File: src/rtl/mac_matmul_sequencer.sv
// Matrix-multiply sequencer: walks every C(i,j) of C = A x B, streams A row / B column
// reads from synchronous BRAMs through one MAC and writes each 48-bit sum into C_flat.
module mac_matmul_sequencer #(
    parameter int N      = 4,
    parameter int DATA_W = 16,
    parameter int ACC_W  = 48,
    parameter int RD_LAT = 1,
    localparam int ADDR_W = $clog2(N * N)
) (
    input  logic                    clk,
    input  logic                    reset,
    input  logic                    start,
    output logic                    busy,
    output logic                    done,
    output logic                    rd_en,
    output logic [ADDR_W-1:0]       a_addr,
    output logic [ADDR_W-1:0]       b_addr,
    input  logic [DATA_W-1:0]       a_dout,
    input  logic [DATA_W-1:0]       b_dout,
    output logic [ACC_W*N*N-1:0]    C_flat,
    output logic [2:0]              state_dbg
);

    localparam int IDX_W  = (N > 1) ? $clog2(N) : 1;
    localparam int WAIT_W = 3;
    localparam int PROD_W = 2 * DATA_W;

    typedef enum logic [2:0] {
        IDLE  = 3'd0,
        FETCH = 3'd1,
        WAIT  = 3'd2,
        STORE = 3'd3,
        DONE  = 3'd4
    } state_t;

    state_t              state, state_d;
    logic [IDX_W-1:0]    i_q, j_q, k_q;
    logic [IDX_W-1:0]    i_d, j_d, k_d;
    logic [WAIT_W-1:0]   wait_q, wait_d;
    logic                issue;
    logic                store_en;
    logic [RD_LAT-1:0]   v_pipe;
    logic [RD_LAT-1:0]   f_pipe;
    logic [ACC_W-1:0]    acc_q;
    logic [ACC_W-1:0]    c_q [N*N];
    logic [ADDR_W-1:0]   c_idx;
    logic [PROD_W-1:0]   a_ext, b_ext, prod;
    logic [ACC_W-1:0]    prod_ext;

    // Handshake: start is a one-cycle request honoured only in IDLE; there is no
    // back-pressure, so once accepted the run always completes unless reset.

    always_comb begin
        state_d  = state;
        i_d      = i_q;
        j_d      = j_q;
        k_d      = k_q;
        wait_d   = wait_q;
        issue    = 1'b0;
        store_en = 1'b0;
        case (state)
            IDLE: begin
                if (start) begin
                    state_d = FETCH;
                    i_d     = '0;
                    j_d     = '0;
                    k_d     = '0;
                end
            end
            FETCH: begin
                issue = 1'b1;
                if (k_q == IDX_W'(N - 1)) begin
                    k_d     = '0;
                    wait_d  = WAIT_W'(RD_LAT);
                    state_d = WAIT;
                end else begin
                    k_d = k_q + 1'b1;
                end
            end
            WAIT: begin
                // The final accumulate lands on the last WAIT cycle.
                if (wait_q <= WAIT_W'(1)) begin
                    state_d = STORE;
                end else begin
                    wait_d = wait_q - 1'b1;
                end
            end
            STORE: begin
                store_en = 1'b1;
                if (j_q == IDX_W'(N - 1)) begin
                    j_d = '0;
                    if (i_q == IDX_W'(N - 1)) begin
                        i_d     = '0;
                        state_d = DONE;
                    end else begin
                        i_d     = i_q + 1'b1;
                        state_d = FETCH;
                    end
                end else begin
                    j_d     = j_q + 1'b1;
                    state_d = FETCH;
                end
            end
            DONE:    state_d = IDLE;
            default: state_d = IDLE;
        endcase
    end

    always_ff @(posedge clk or negedge reset) begin
        if (!reset) begin
            state  <= IDLE;
            i_q    <= '0;
            j_q    <= '0;
            k_q    <= '0;
            wait_q <= '0;
        end else begin
            state  <= state_d;
            i_q    <= i_d;
            j_q    <= j_d;
            k_q    <= k_d;
            wait_q <= wait_d;
        end
    end

    assign busy      = (state == FETCH) || (state == WAIT) || (state == STORE);
    assign done      = (state == DONE);
    assign rd_en     = issue;
    assign state_dbg = state;
    assign a_addr    = issue ? (ADDR_W'(i_q) * ADDR_W'(N) + ADDR_W'(k_q)) : '0;
    assign b_addr    = issue ? (ADDR_W'(k_q) * ADDR_W'(N) + ADDR_W'(j_q)) : '0;
    assign c_idx     = ADDR_W'(i_q) * ADDR_W'(N) + ADDR_W'(j_j_sel());

    function automatic logic [IDX_W-1:0] j_j_sel();
        return j_q;
    endfunction

    // Full signed product: operands sign-extended to the product width first.
    assign a_ext    = {{DATA_W{a_dout[DATA_W-1]}}, a_dout};
    assign b_ext    = {{DATA_W{b_dout[DATA_W-1]}}, b_dout};
    assign prod     = a_ext * b_ext;
    assign prod_ext = {{(ACC_W - PROD_W){prod[PROD_W-1]}}, prod};

    // Tags travel alongside the BRAM latency so the MAC knows which returns are live.
    always_ff @(posedge clk or negedge reset) begin
        if (!reset) begin
            v_pipe <= '0;
            f_pipe <= '0;
        end else begin
            v_pipe[0] <= issue;
            f_pipe[0] <= issue && (k_q == '0);
            for (int p = 1; p < RD_LAT; p++) begin
                v_pipe[p] <= v_pipe[p-1];
                f_pipe[p] <= f_pipe[p-1];
            end
        end
    end

    always_ff @(posedge clk or negedge reset) begin
        if (!reset) begin
            acc_q <= '0;
        end else if (v_pipe[RD_LAT-1]) begin
            acc_q <= (f_pipe[RD_LAT-1] ? '0 : acc_q) + prod_ext;
        end
    end

    always_ff @(posedge clk or negedge reset) begin
        if (!reset) begin
            for (int e = 0; e < N * N; e++) begin
                c_q[e] <= '0;
            end
        end else if (store_en) begin
            c_q[c_idx] <= acc_q;
        end
    end

    for (genvar e = 0; e < N * N; e++) begin : g_pack
        assign C_flat[e*ACC_W +: ACC_W] = c_q[e];
    end

endmodule

File: config.mk
export PLATFORM = sky130hd
export DESIGN_NAME = mac_matmul_sequencer
export DESIGN_NICKNAME = d
export VERILOG_FILES = /design/src/rtl/mac_matmul_sequencer.sv
export SDC_FILE = /design/constraint.sdc
export NUM_CORES = 2
export LEC_CHECK = 0
export BUFFER_PORTS_ARGS = -buffer_cell sky130_fd_sc_hd__buf_4
export CAP_MARGIN = 20
export CORE_ASPECT_RATIO = 1.25
export CORE_MARGIN = 10
export CORE_UTILIZATION = 25
export DETAILED_ROUTE_END_ITERATION = 7
export GPL_TIMING_DRIVEN = 0
export SYNTH_ARGS = -nofsm -noshare
export SYNTH_HDL_FRONTEND = slang
export SYNTH_SLANG_ARGS = --single-unit
export TNS_END_PERCENT = 20
File: constraint.sdc
create_clock -name clk -period 4.8 [get_ports clk]
set_clock_uncertainty 0.1 [all_clocks]
set_input_delay 0.72 -clock clk [delete_from_list [all_inputs] [get_ports clk]]
set_output_delay 0.72 -clock clk [all_outputs]
set_load 0.02 [all_outputs]
==> metrics.txt <==
relative slew slack=23.1%; DR pass1 iterations=6; syn_nets=3920; CTS tree=yes; fin nets=4963; failing checks=negative setup slack; H-tree depth=3; r2r endpoint=acc_q[45]$_DFFE_PN0P_; max frequency=0.115 GHz; Synth cell types=71; final wirelength=174 mm; fin worst setup slack=-3.87 ns; post-layout min period=8.67 ns; final hold vios=0; grt ovf=0; Critical R2R Launch=f_pipe$_DFF_PN0_; Layout Area Growth over Synthesis=35.8%; yosys warns=0; period utilisation layout=181%; largest net degree at the start of global routing=118; Initial Util=25.1%; Top cell by count, worst path=fa_1; CTS Buf Count=89; Yosys reg bits=830; mean post-synth cell area=12.5 um2; RSZ-0062 raised after global routing=true; Yosys top cell area share=47.7%; mapped cell area=43600 um2; DR vias=30900; clock transition at the registers of the reported paths=0.07 ns; CP startpoint kind=input port; HPWL Detailed=135 mm; Worst Hold Class=input port to flip-flop; GRT Util Overall=17.7%; full die area=191000 um2; core area=174000 um2; status=finished, violations left; r2r setup slk=-1.49 ns; layout cells sized above 1=44.4%; Worst Tran Pin Value=1.15 ns; Starting DRT DRC Count=1601; Via density=4.44; Wirelength per Cell=25.0 um; required time worst endpoint=5.33 ns; Post-synth top flop=dfrtp_1; antenna viol nets, final=0; max-cap viol count=0; antenna violations before repair=21; vias in the first global route=33300; post-synth top area cell=dfrtp_1; final cell count without fillers=6945; asr flop ratio synth=100%; clk_lat worst skew=0.72 ns; Crit-path slowest cell=fa_1; Worst Path Arrival=9.20 ns; cells after synthesis=3487; Setup CP Type=input port to flip-flop; sequential share of the synthesized area=47.7%; # DRC=0; Crit Path Max Fanout=7; clk root buf=clkbuf_16; Hold Path Stages=3; top cells by area, synth=dfrtp_1 48%, mux2_2 19%, fa_1 12%, ha_1 3.9%, inv_1 2.8%; Num Clock Sinks=830; Setup Viol. Count Final=41; hold_sp=start; # placed instances=6671; CTS Buffer Depth=3; first-pass GRT wire length=247 mm; count of pins over their slew limit=0; Die Ht=487 um; IO Pins=817; Reg2Reg Depth=20; DIE WIDTH=393 um; Final GP Congestion=0.894; Worst Setup End Kind=flip-flop; Fill cells=17200; biggest cell delay along the critical path=0.59 ns; Post-synth EDFFs=0; Rows=171; Hold Crit Endpoint=state_dbg[0]$_DFFE_PN0P_; I/O Buffers=816
-- cells in the mapped netlist, types with 8 or more instances --
cell	n
o21bai_1	8
ha_1	135
mux2_2	723
xor2_1	21
xnor2_1	53
o21ai_0	127
and3_1	18
dfrtp_1	830
inv_1	329
nand2_1	262
a21o_1	44
fa_1	263
nor2_1	55
a21oi_1	86
nor3_1	18
a31oi_1	10
a211oi_1	10
nor2b_1	52
and2_1	130
nand3_1	16
nand2b_1	12
clkbuf_1	191
-- how the worst max path moves through the flow --
stage	from	to	slack, ns
after floorplan	b_dout[4]	acc_q[45]$_DFFE_PN0P_	-3.65
after global placement	reset	C_flat[617]$_DFFE_PN0P_	-7.02
after detailed placement	a_dout[0]	acc_q[45]$_DFFE_PN0P_	-5.36
after CTS	a_dout[7]	acc_q[45]$_DFFE_PN0P_	-3.80
after global routing	a_dout[15]	acc_q[45]$_DFFE_PN0P_	-4.18
final	b_dout[6]	acc_q[47]$_DFFE_PN0P_	-3.87
-- logic make-up after synthesis --
family,share of synthesized area (%)
flip-flops,47.7
AO/OA/AOI/OAI,4.87
multiplexers,18.8
buffers and inverters,4.58
adder cells (fa/ha/maj),16.0
AND/OR/NAND/NOR,6.48
XOR/XNOR,1.60
-- through the flow --
step | utilization (%) | cell area, um2 | setup TNS [ns] | hold WS, ns | setup slack, ns
final | 34.1 | 59200 | -109.28 | 0.262 | -3.87
after global routing | 34.1 | 59100 | -118.48 | 0.258 | -4.18
after CTS | 33.8 | 58700 | -104.94 | 0.172 | -3.80
after detailed placement | 31.1 | 53900 | -163.86 | 0.372 | -5.36
after global placement | 30.6 | 53100 | -5834.67 | 0.364 | -7.02
after floorplan | - | 44100 | -105.53 | 0.324 | -3.65
-- area by class of cell --
cell class	instances	area (um2)	area share, %
clock buffers	121	2470	4.17
plain buffers	195	1310	2.21
well taps	2335	2920	4.94
multi-input cells	2129	22000	37.2
diodes	13	32.5	0.0550
flip-flops and latches	830	20800	35.1
repair buffers	955	7950	13.4
inverters	330	1240	2.09
clock inverters	37	492	0.831
-- repair_timing --
action | CTS | global route
buffers inserted | 85 | 18
pin swaps | 112 | 49
cloned | 2 | 0
endpoints found under the setup margin | 41 | 41
hold endpoints to repair | 92 | 0
gates resized for setup | 194 | 76
hold buffers | 1 | 0
-- cell usage in the layout (no fill, tap or decap), drive strengths merged, types with 21 or more instances in the layout --
cell / instances
buf: 964
dfrtp: 830
mux2: 725
inv: 341
clkbuf: 305
fa: 263
nand2: 262
ha: 135
o21ai: 133
and2: 130
a21oi: 88
nor2: 55
xnor2: 54
nor2b: 52
a21o: 44
xor2: 21
-- worst max-delay path: cells and delay by family --
kind,cells,cell delay [ns]
compound gates,13,2.04
xor+xnor,1,0.12
simple gates,11,1.44
fa+ha+maj,8,3.56
buf+inv,10,0.99
mux,1,0.34
-- routing by layer --
metal / vias up / global-route usage [%] / part of all wire, % / routed length, um
met5: - / 0 / 0.012 / 21
met4: 4 / 5.28 / 2.8 / 4790
met3: 216 / 6.75 / 9.6 / 16700
met2: 1072 / 29.0 / 47 / 81200
met1: 15900 / 21.5 / 41 / 71000
li1: 13700 / - / - / -
-- sequential cells by signal, summed over array words and instances (netlist names) --
name and cells:
k_q 2, i_q 2, j_q 2, state_dbg 3, C_flat 768, v_pipe 1
f_pipe 1, acc_q 48, wait_q 3
Power is not shown: default switching activity piles up to over one toggle a cycle in this logic, so the estimate is an artifact.
